==> src/rtl/bp_update_ctrl_pkg.sv <==
// Shared types for the branch-predictor update path: counter encodings,
// controller state, queue entry layout and saturating counter helpers.
package bp_pkg;

  localparam logic [1:0] UU = 2'b00;
  localparam logic [1:0] UT = 2'b01;
  localparam logic [1:0] TU = 2'b10;
  localparam logic [1:0] TT = 2'b11;

  // Index width carried by the queue entry; must match the controller's INDEX_WIDTH.
  localparam int BP_INDEX_W = 6;

  typedef enum logic [1:0] {INIT, IDLE, WRITE} bp_state_t;

  typedef struct packed {
    logic [1:0]            bank;
    logic [BP_INDEX_W-1:0] index;
    logic                  taken;
  } bp_entry_t;

  function automatic logic [1:0] sat_inc(input logic [1:0] c);
    case (c)
      UU:      return UT;
      UT:      return TU;
      default: return TT;
    endcase
  endfunction

  function automatic logic [1:0] sat_dec(input logic [1:0] c);
    case (c)
      TT:      return TU;
      TU:      return UT;
      default: return UU;
    endcase
  endfunction

endpackage

==> src/rtl/bp_update_ctrl_if.sv <==
// Counter-table access bundle: one read port (data one cycle after strobe)
// and one write port. master = update controller, slave = table.
interface bp_update_ctrl_if #(
  parameter int AW = 8
);
  logic          tbl_rd_en;
  logic [AW-1:0] tbl_rd_addr;
  logic [1:0]    tbl_rd_data;
  logic          tbl_wr_en;
  logic [AW-1:0] tbl_wr_addr;
  logic [1:0]    tbl_wr_data;

  modport master (
    output tbl_rd_en, tbl_rd_addr, tbl_wr_en, tbl_wr_addr, tbl_wr_data,
    input  tbl_rd_data
  );

  modport slave (
    input  tbl_rd_en, tbl_rd_addr, tbl_wr_en, tbl_wr_addr, tbl_wr_data,
    output tbl_rd_data
  );
endinterface

==> src/rtl/bp_update_ctrl_fifo.sv <==
// Generic synchronous FIFO with clear; head visible on dout (fall-through).
// Latency: pushed word visible at dout the cycle after push into an empty queue.
// Backpressure: push is ignored when full unless a pop happens in the same cycle.
module bp_update_fifo #(
  parameter int WIDTH = 9,
  parameter int DEPTH = 4
) (
  input  logic                     clk,
  input  logic                     reset,
  input  logic                     clear,
  input  logic                     push,
  input  logic                     pop,
  input  logic [WIDTH-1:0]         din,
  output logic [WIDTH-1:0]         dout,
  output logic                     full,
  output logic                     empty,
  output logic [$clog2(DEPTH):0]   count
);
  localparam int PW = $clog2(DEPTH);
  localparam int CW = PW + 1;

  logic [WIDTH-1:0] mem [DEPTH];
  logic [PW-1:0]    wr_ptr;
  logic [PW-1:0]    rd_ptr;
  logic             do_push;
  logic             do_pop;

  assign empty   = (count == '0);
  assign full    = (count == CW'(DEPTH));
  assign do_pop  = pop && !empty;
  assign do_push = push && (!full || do_pop);
  assign dout    = mem[rd_ptr];

  always_ff @(posedge clk) begin
    if (reset || clear) begin
      wr_ptr <= '0;
      rd_ptr <= '0;
      count  <= '0;
    end else begin
      if (do_push) begin
        mem[wr_ptr] <= din;
        wr_ptr      <= wr_ptr + PW'(1);
      end
      if (do_pop) begin
        rd_ptr <= rd_ptr + PW'(1);
      end
      case ({do_push, do_pop})
        2'b10:   count <= count + CW'(1);
        2'b01:   count <= count - CW'(1);
        default: count <= count;
      endcase
    end
  end
endmodule

==> src/rtl/bp_update_ctrl.sv <==
// Branch predictor table writer: init sweep, then queued read-modify-write counter updates.
// Latency: queued update reads next idle cycle, writes the cycle after (one update / 2 cycles).
// Backpressure: none upstream; an update arriving to a full queue is lost with a drop pulse.
// Optional BP_UPDATE_STATS_EN adds saturating upd_count/drop_count outputs.
module bp_update_ctrl
  import bp_pkg::*;
#(
  parameter int         INDEX_WIDTH = BP_INDEX_W,
  parameter int         DEPTH       = 4,
  parameter logic [1:0] INIT_STATE  = UT
) (
  input  logic                   clk,
  input  logic                   reset,
  input  logic                   stallE,
  input  logic                   BranchOpEb0,
  input  logic                   PCSrcResE,
  input  logic [1:0]             LocalSrcE,
  input  logic [INDEX_WIDTH-1:0] PCIndexE,
  input  logic                   flush_req,
  bp_update_ctrl_if.master       tbl,
  output logic                   init_done,
  output logic                   drop
`ifdef BP_UPDATE_STATS_EN
  ,
  output logic [15:0]            upd_count,
  output logic [15:0]            drop_count
`endif
);
  localparam int AW = INDEX_WIDTH + 2;

  bp_state_t             state;
  logic [AW-1:0]         ptr;
  logic                  kill;
  logic                  push;
  logic                  pop;
  logic                  fifo_full;
  logic                  fifo_empty;
  logic [$clog2(DEPTH):0] fifo_count;
  bp_entry_t             enq_entry;
  bp_entry_t             head;
  logic [AW-1:0]         head_addr;

  // Reset and flush both abandon the queue and restart the sweep.
  assign kill      = reset || flush_req;
  assign push      = BranchOpEb0 && !stallE && !kill;
  assign pop       = (state == WRITE) && !kill;
  assign drop      = push && fifo_full && !pop;
  assign enq_entry = '{bank: LocalSrcE, index: PCIndexE, taken: PCSrcResE};
  assign head_addr = {head.bank, head.index};

  bp_update_fifo #(
    .WIDTH ($bits(bp_entry_t)),
    .DEPTH (DEPTH)
  ) u_fifo (
    .clk   (clk),
    .reset (reset),
    .clear (flush_req),
    .push  (push),
    .pop   (pop),
    .din   (enq_entry),
    .dout  (head),
    .full  (fifo_full),
    .empty (fifo_empty),
    .count (fifo_count)
  );

  assign tbl.tbl_rd_en   = (state == IDLE) && !fifo_empty && !kill;
  assign tbl.tbl_rd_addr = head_addr;
  assign tbl.tbl_wr_en   = ((state == INIT) || (state == WRITE)) && !kill;
  assign tbl.tbl_wr_addr = (state == INIT) ? ptr : head_addr;
  // Read data arrives in WRITE, so the new counter is formed combinationally from it.
  assign tbl.tbl_wr_data = (state == INIT) ? INIT_STATE :
                           head.taken ? sat_inc(tbl.tbl_rd_data) : sat_dec(tbl.tbl_rd_data);

  always_ff @(posedge clk) begin
    if (kill) begin
      state     <= INIT;
      ptr       <= '0;
      init_done <= 1'b0;
    end else begin
      case (state)
        INIT: begin
          ptr <= ptr + AW'(1);
          if (ptr == '1) begin
            state     <= IDLE;
            init_done <= 1'b1;
          end
        end
        IDLE: begin
          if (!fifo_empty) state <= WRITE;
        end
        WRITE:   state <= IDLE;
        default: state <= INIT;
      endcase
    end
  end

`ifdef BP_UPDATE_STATS_EN
  always_ff @(posedge clk) begin
    if (reset) begin
      upd_count  <= '0;
      drop_count <= '0;
    end else begin
      if (pop && (upd_count != 16'hFFFF)) upd_count <= upd_count + 16'd1;
      if (drop && (drop_count != 16'hFFFF)) drop_count <= drop_count + 16'd1;
    end
  end
`endif

  a_count_bound: assert property (@(posedge clk) disable iff (reset)
    fifo_count <= ($clog2(DEPTH) + 1)'(DEPTH));
endmodule

==> src/flat_wrapper.sv <==
// flat-port wrapper written by rule: the top's interface ports become plain ports
module bp_update_ctrl_flat import bp_pkg::*;
#(
  parameter int         INDEX_WIDTH = BP_INDEX_W,
  parameter int         DEPTH       = 4,
  parameter logic [1:0] INIT_STATE  = UT
)
  (clk, reset, stallE, BranchOpEb0, PCSrcResE, LocalSrcE, PCIndexE, flush_req, init_done, drop, tbl_tbl_rd_en, tbl_tbl_rd_addr, tbl_tbl_wr_en, tbl_tbl_wr_addr, tbl_tbl_wr_data, tbl_tbl_rd_data);
  bp_update_ctrl_if #(.AW(8)) tbl_i ();
  input  logic clk;
  input  logic reset;
  input  logic stallE;
  input  logic BranchOpEb0;
  input  logic PCSrcResE;
  input  logic [1:0] LocalSrcE;
  input  logic [INDEX_WIDTH-1:0] PCIndexE;
  input  logic flush_req;
  output logic init_done;
  output logic drop;
  output wire logic [$bits(tbl_i.tbl_rd_en)-1:0] tbl_tbl_rd_en;
  output wire logic [$bits(tbl_i.tbl_rd_addr)-1:0] tbl_tbl_rd_addr;
  output wire logic [$bits(tbl_i.tbl_wr_en)-1:0] tbl_tbl_wr_en;
  output wire logic [$bits(tbl_i.tbl_wr_addr)-1:0] tbl_tbl_wr_addr;
  output wire logic [$bits(tbl_i.tbl_wr_data)-1:0] tbl_tbl_wr_data;
  input wire logic [$bits(tbl_i.tbl_rd_data)-1:0] tbl_tbl_rd_data;
  assign tbl_tbl_rd_en = tbl_i.tbl_rd_en;
  assign tbl_tbl_rd_addr = tbl_i.tbl_rd_addr;
  assign tbl_tbl_wr_en = tbl_i.tbl_wr_en;
  assign tbl_tbl_wr_addr = tbl_i.tbl_wr_addr;
  assign tbl_tbl_wr_data = tbl_i.tbl_wr_data;
  assign tbl_i.tbl_rd_data = tbl_tbl_rd_data;
  bp_update_ctrl #(.INDEX_WIDTH(INDEX_WIDTH), .DEPTH(DEPTH), .INIT_STATE(INIT_STATE)) u_core (.clk(clk), .reset(reset), .stallE(stallE), .BranchOpEb0(BranchOpEb0), .PCSrcResE(PCSrcResE), .LocalSrcE(LocalSrcE), .PCIndexE(PCIndexE), .flush_req(flush_req), .tbl(tbl_i), .init_done(init_done), .drop(drop));
endmodule
==> config.mk <==
export PLATFORM = sky130hd
export DESIGN_NAME = bp_update_ctrl_flat
export DESIGN_NICKNAME = d
export VERILOG_FILES = /design/src/rtl/bp_update_ctrl_pkg.sv /design/src/rtl/bp_update_ctrl_if.sv /design/src/rtl/bp_update_ctrl_fifo.sv /design/src/rtl/bp_update_ctrl.sv /design/src/flat_wrapper.sv
export SDC_FILE = /design/constraint.sdc
export NUM_CORES = 1
export LEC_CHECK = 0
export CAP_MARGIN = 20
export CORE_ASPECT_RATIO = 0.6
export CORE_MARGIN = 5
export CORE_UTILIZATION = 45
export DETAILED_ROUTE_END_ITERATION = 6
export PLACE_DENSITY = 0.79
export SLEW_MARGIN = 20
export SYNTH_ARGS = -nofsm -noshare
export SYNTH_HDL_FRONTEND = slang
export SYNTH_HIERARCHICAL = 1
export SYNTH_SLANG_ARGS = --single-unit
==> constraint.sdc <==
create_clock -name clk -period 2.6 [get_ports clk]
set_input_delay 0.26 -clock clk [delete_from_list [all_inputs] [get_ports clk]]
set_output_delay 0.26 -clock clk [all_outputs]
set_load 0.05 [all_outputs]
==> key figures <==
Run status
  – Status: finished, final reports clean

Pwr
  – Maximum VDD drop: 0.000208 V
  – Power Density: 462 mW/mm^2
  – Leak: 0.00108 uW

Critical path
  – Crit-path slowest cell: dfxtp_1
  – CP max stage delay: 600 ps
  – Startpoint types: flop
  – Worst R2R Start: u_core/u_fifo/count[0]
  – CP endpoint kind: output port
  – Worst r2r path cells: 6
  – R2R Path End: u_core/u_fifo/count[1]
  – Kind of critical path: reg -> out
  – Cell Chain, Critical Path: mux4_2 > maj3_1 > or2_2 > buf_4
  – Crit Path Max Fanout: 9
  – Worst reg2reg setup slack: 480 ps
  – Critical Path RT: 2340 ps
  – Crit path buf inv count: 1
  – WP data arrival: 2130 ps
  – Crit-path leading delay family: flip-flops

Timing
  – Slew Limit Fails: 0
  – Final setup viols: 0
  – Worst Slack Setup Final: 210 ps
  – Worst Tran Pin Value: 544 ps
  – Worst rel slew slack: 63.3%
  – Top achievable clock speed: 418 MHz
  – Tmin final: 2390 ps
  – Fin Hold WS: 486 ps
  – RSZ-0062 raised after global routing: no
  – Period utilization: 91.9%
  – Worst Skew: 9.58 ps
  – Hold Fails Final Rpt: 0

CTS
  – Post-CTS sizing: 5
  – CTS Sinks: 56
  – Later-pin clock latency in the skew report: 310 ps
  – Total CTS buffers: 5
  – Post-CTS Setup Inserts: 0
  – Worst-path clk slew: 100 ps
  – CTS Hold Bufs: 0
  – TritonCTS clock tree: built
  – Root Driver: clkbuf_8
  – H-tree depth: 2
  – Clk buf depth: 2

Die
  – Starting Density: 46.5%
  – # rows: 21
  – Core Area: 0.00557 mm^2
  – I/O pin total: 38
  – Die ar.: 0.00742 mm^2
  – Die W: 108 um
  – Die span in y: 68.8 um

Yosys
  – Compound-cell area share of the yosys netlist: 7.20%
  – Mapped Area: 0.00259 mm^2
  – Library cells used by synthesis: 47
  – Sequential share of the synthesized area: 57.2%
  – Main combinational cell family by area after synthesis: simple AND/OR/NAND/NOR gates
  – Post-synth EDFFs: 36
  – Syn Area/Cell: 13.4 um^2
  – Post-synthesis mux area share: 11.7%
  – Adder-cell share of the synthesized area: 3.57%
  – Asr flop ratio synth: 0%
  – Synth warn: 6
  – Simple-Gate Fraction of Synth Area: 14.3%
  – Cells after Synth: 193
  – Yosys top cell area share: 41.7%
  – Net Count, Synth: 215
  – Synth Register Bits: 56
  – Ranking of synthesized cells by area: edfxtp_1 42%, dfxtp_1 15%, mux4_2 7.8%
  – Yosys top cell by area: edfxtp_1
  – Xor-xnor portion of the synthesized cell area: 2.03%
  – Ys flop type: edfxtp_1

Layout
  – Layout cells sized above 1: 26.4%
  – Final Net Count: 260
  – # diodes: 0
  – Final Non-Filler Cells: 319
  – Area grow syn2layout: 23.7%
  – Layout Utilization: 57.5%

Placement
  – Placer Congestion: 0.872
  – Buffers on Ports: 37
  – DP Cell Count: 311
  – DP Wirelength: 3730 um
  – Pre-CTS setup slack: -16.4 ps

Global routing
  – Vias in the first global route: 1631
  – Initial antenna violation count: 0
  – Largest net degree at the start of global routing: 17
  – Total grt overflow: 0
  – Total track usage: 14.5%
  – First-pass GRT wire length: 8070 um

Drt
  – Routed Antenna Nets: 0
  – Via count: 1709
  – DRT Pass-1 Iters: 4
  – Routed WL per cell: 16.2 um
  – DRC viols: 0
  – Drt first-iter violations: 111
  – Routed vias/inst: 5.36
  – Drt total wl: 5180 um

Min path
  – Hold Path End: u_core/init_done
  – Worst Hold Depth: 2
  – Worst min-delay path class: reg -> reg
  – Min-delay src: u_core/init_done

Flow run
  – Max cap viols: 0
metal layers:
layer	GRT usage [%]	up-vias	routed length [um]
li1	-	812	-
met1	20.4	832	2440
met2	22.0	55	2350
met3	3.72	10	321
met4	5.20	0	66
met5	0	-	0
through the flow:
step	total power, uW	instance area [um^2]	TNS, ps
after CTS	1490	3200	0
after global placement	1040	3120	0
after detailed placement	1040	3120	-16.4
after floorplan	1000	2590	0
after global routing	1540	3200	0
final	1480	3200	0
state kept, by name, indices dropped and copies added, names as in the netlist, named ones only:
signal                cells
u_core/init_done          1
u_core/ptr                8
u_core/state              2
u_core/u_fifo/count       3
u_core/u_fifo/mem        36
u_core/u_fifo/rd_ptr      2
u_core/u_fifo/wr_ptr      2
final cells by class:
type                            instances  area, um^2
Clock buffer                            6        72.6
Timing Repair Buffer                   51         499
Fill cell                             441        2370
Inverter                                8        30.0
Tap cell                               80         100
Sequential cell                        56        1480
Multi-Input combinational cell        116        1010
Clock inverter                          2        11.3
how the worst max path moves through the flow:
stage,start,to,slack [ps],cells past startpoint
detailed placement,flush_req,u_core/u_fifo/count[1],-20,9
finish,flop,tbl_tbl_wr_data[0],210,4
CTS,flop,tbl_tbl_wr_data[0],70,4
global route,flop,tbl_tbl_wr_data[0],70,4
global placement,flush_req,u_core/u_fifo/count[1],90,9
floorplan,flush_req,tbl_tbl_rd_en,50,3
Yosys cell counts, drive strengths merged, types with 2 or more instances:
cell    instances
ha              5
o211ai          3
xnor2           2
a31oi           3
nor3            2
nor2           12
nand2b          3
nand4           2
and2            5
a21oi           9
mux4            9
or4             3
o21ai           5
nand2           4
nand3           5
o21ba           2
o31ai           4
mux2            8
dfxtp          20
clkbuf          4
nor4b           3
or2             4
or3             3
inv             8
nand3b          3
nor3b           2
xor2            4
buf             9
edfxtp         36
cells by family after synthesis:
logic type	Yosys count
compound gates	29
mux	18
buf+inv	21
xor+xnor	6
flops	56
simple gates	56
fa+ha+maj	7
cells in the final DEF, fill, tap and decap left out, types with 8 or more instances in the layout:
master / netlist / layout
edfxtp_1: 36 / 36
buf_4: 3 / 22
clkdlybuf4s50_1: 0 / 19
dfxtp_1: 20 / 19
nor2_1: 12 / 11
a21oi_1: 9 / 9
mux4_2: 9 / 9
inv_1: 8 / 8
mux2_2: 8 / 8
worst min-delay path: stages (launching register included):
cell and delay, ps:
dfxtp_1 350, a31oi_1 40, nor2_1 70
report_power, final:
part | internal [uW] | switching [uW] | total (uW)
Combinational | 36.3 | 36.1 | 72.4
Sequential | 946 | 2.79 | 949
Clock | 187 | 272 | 460
(Power assumes the default switching activity.)
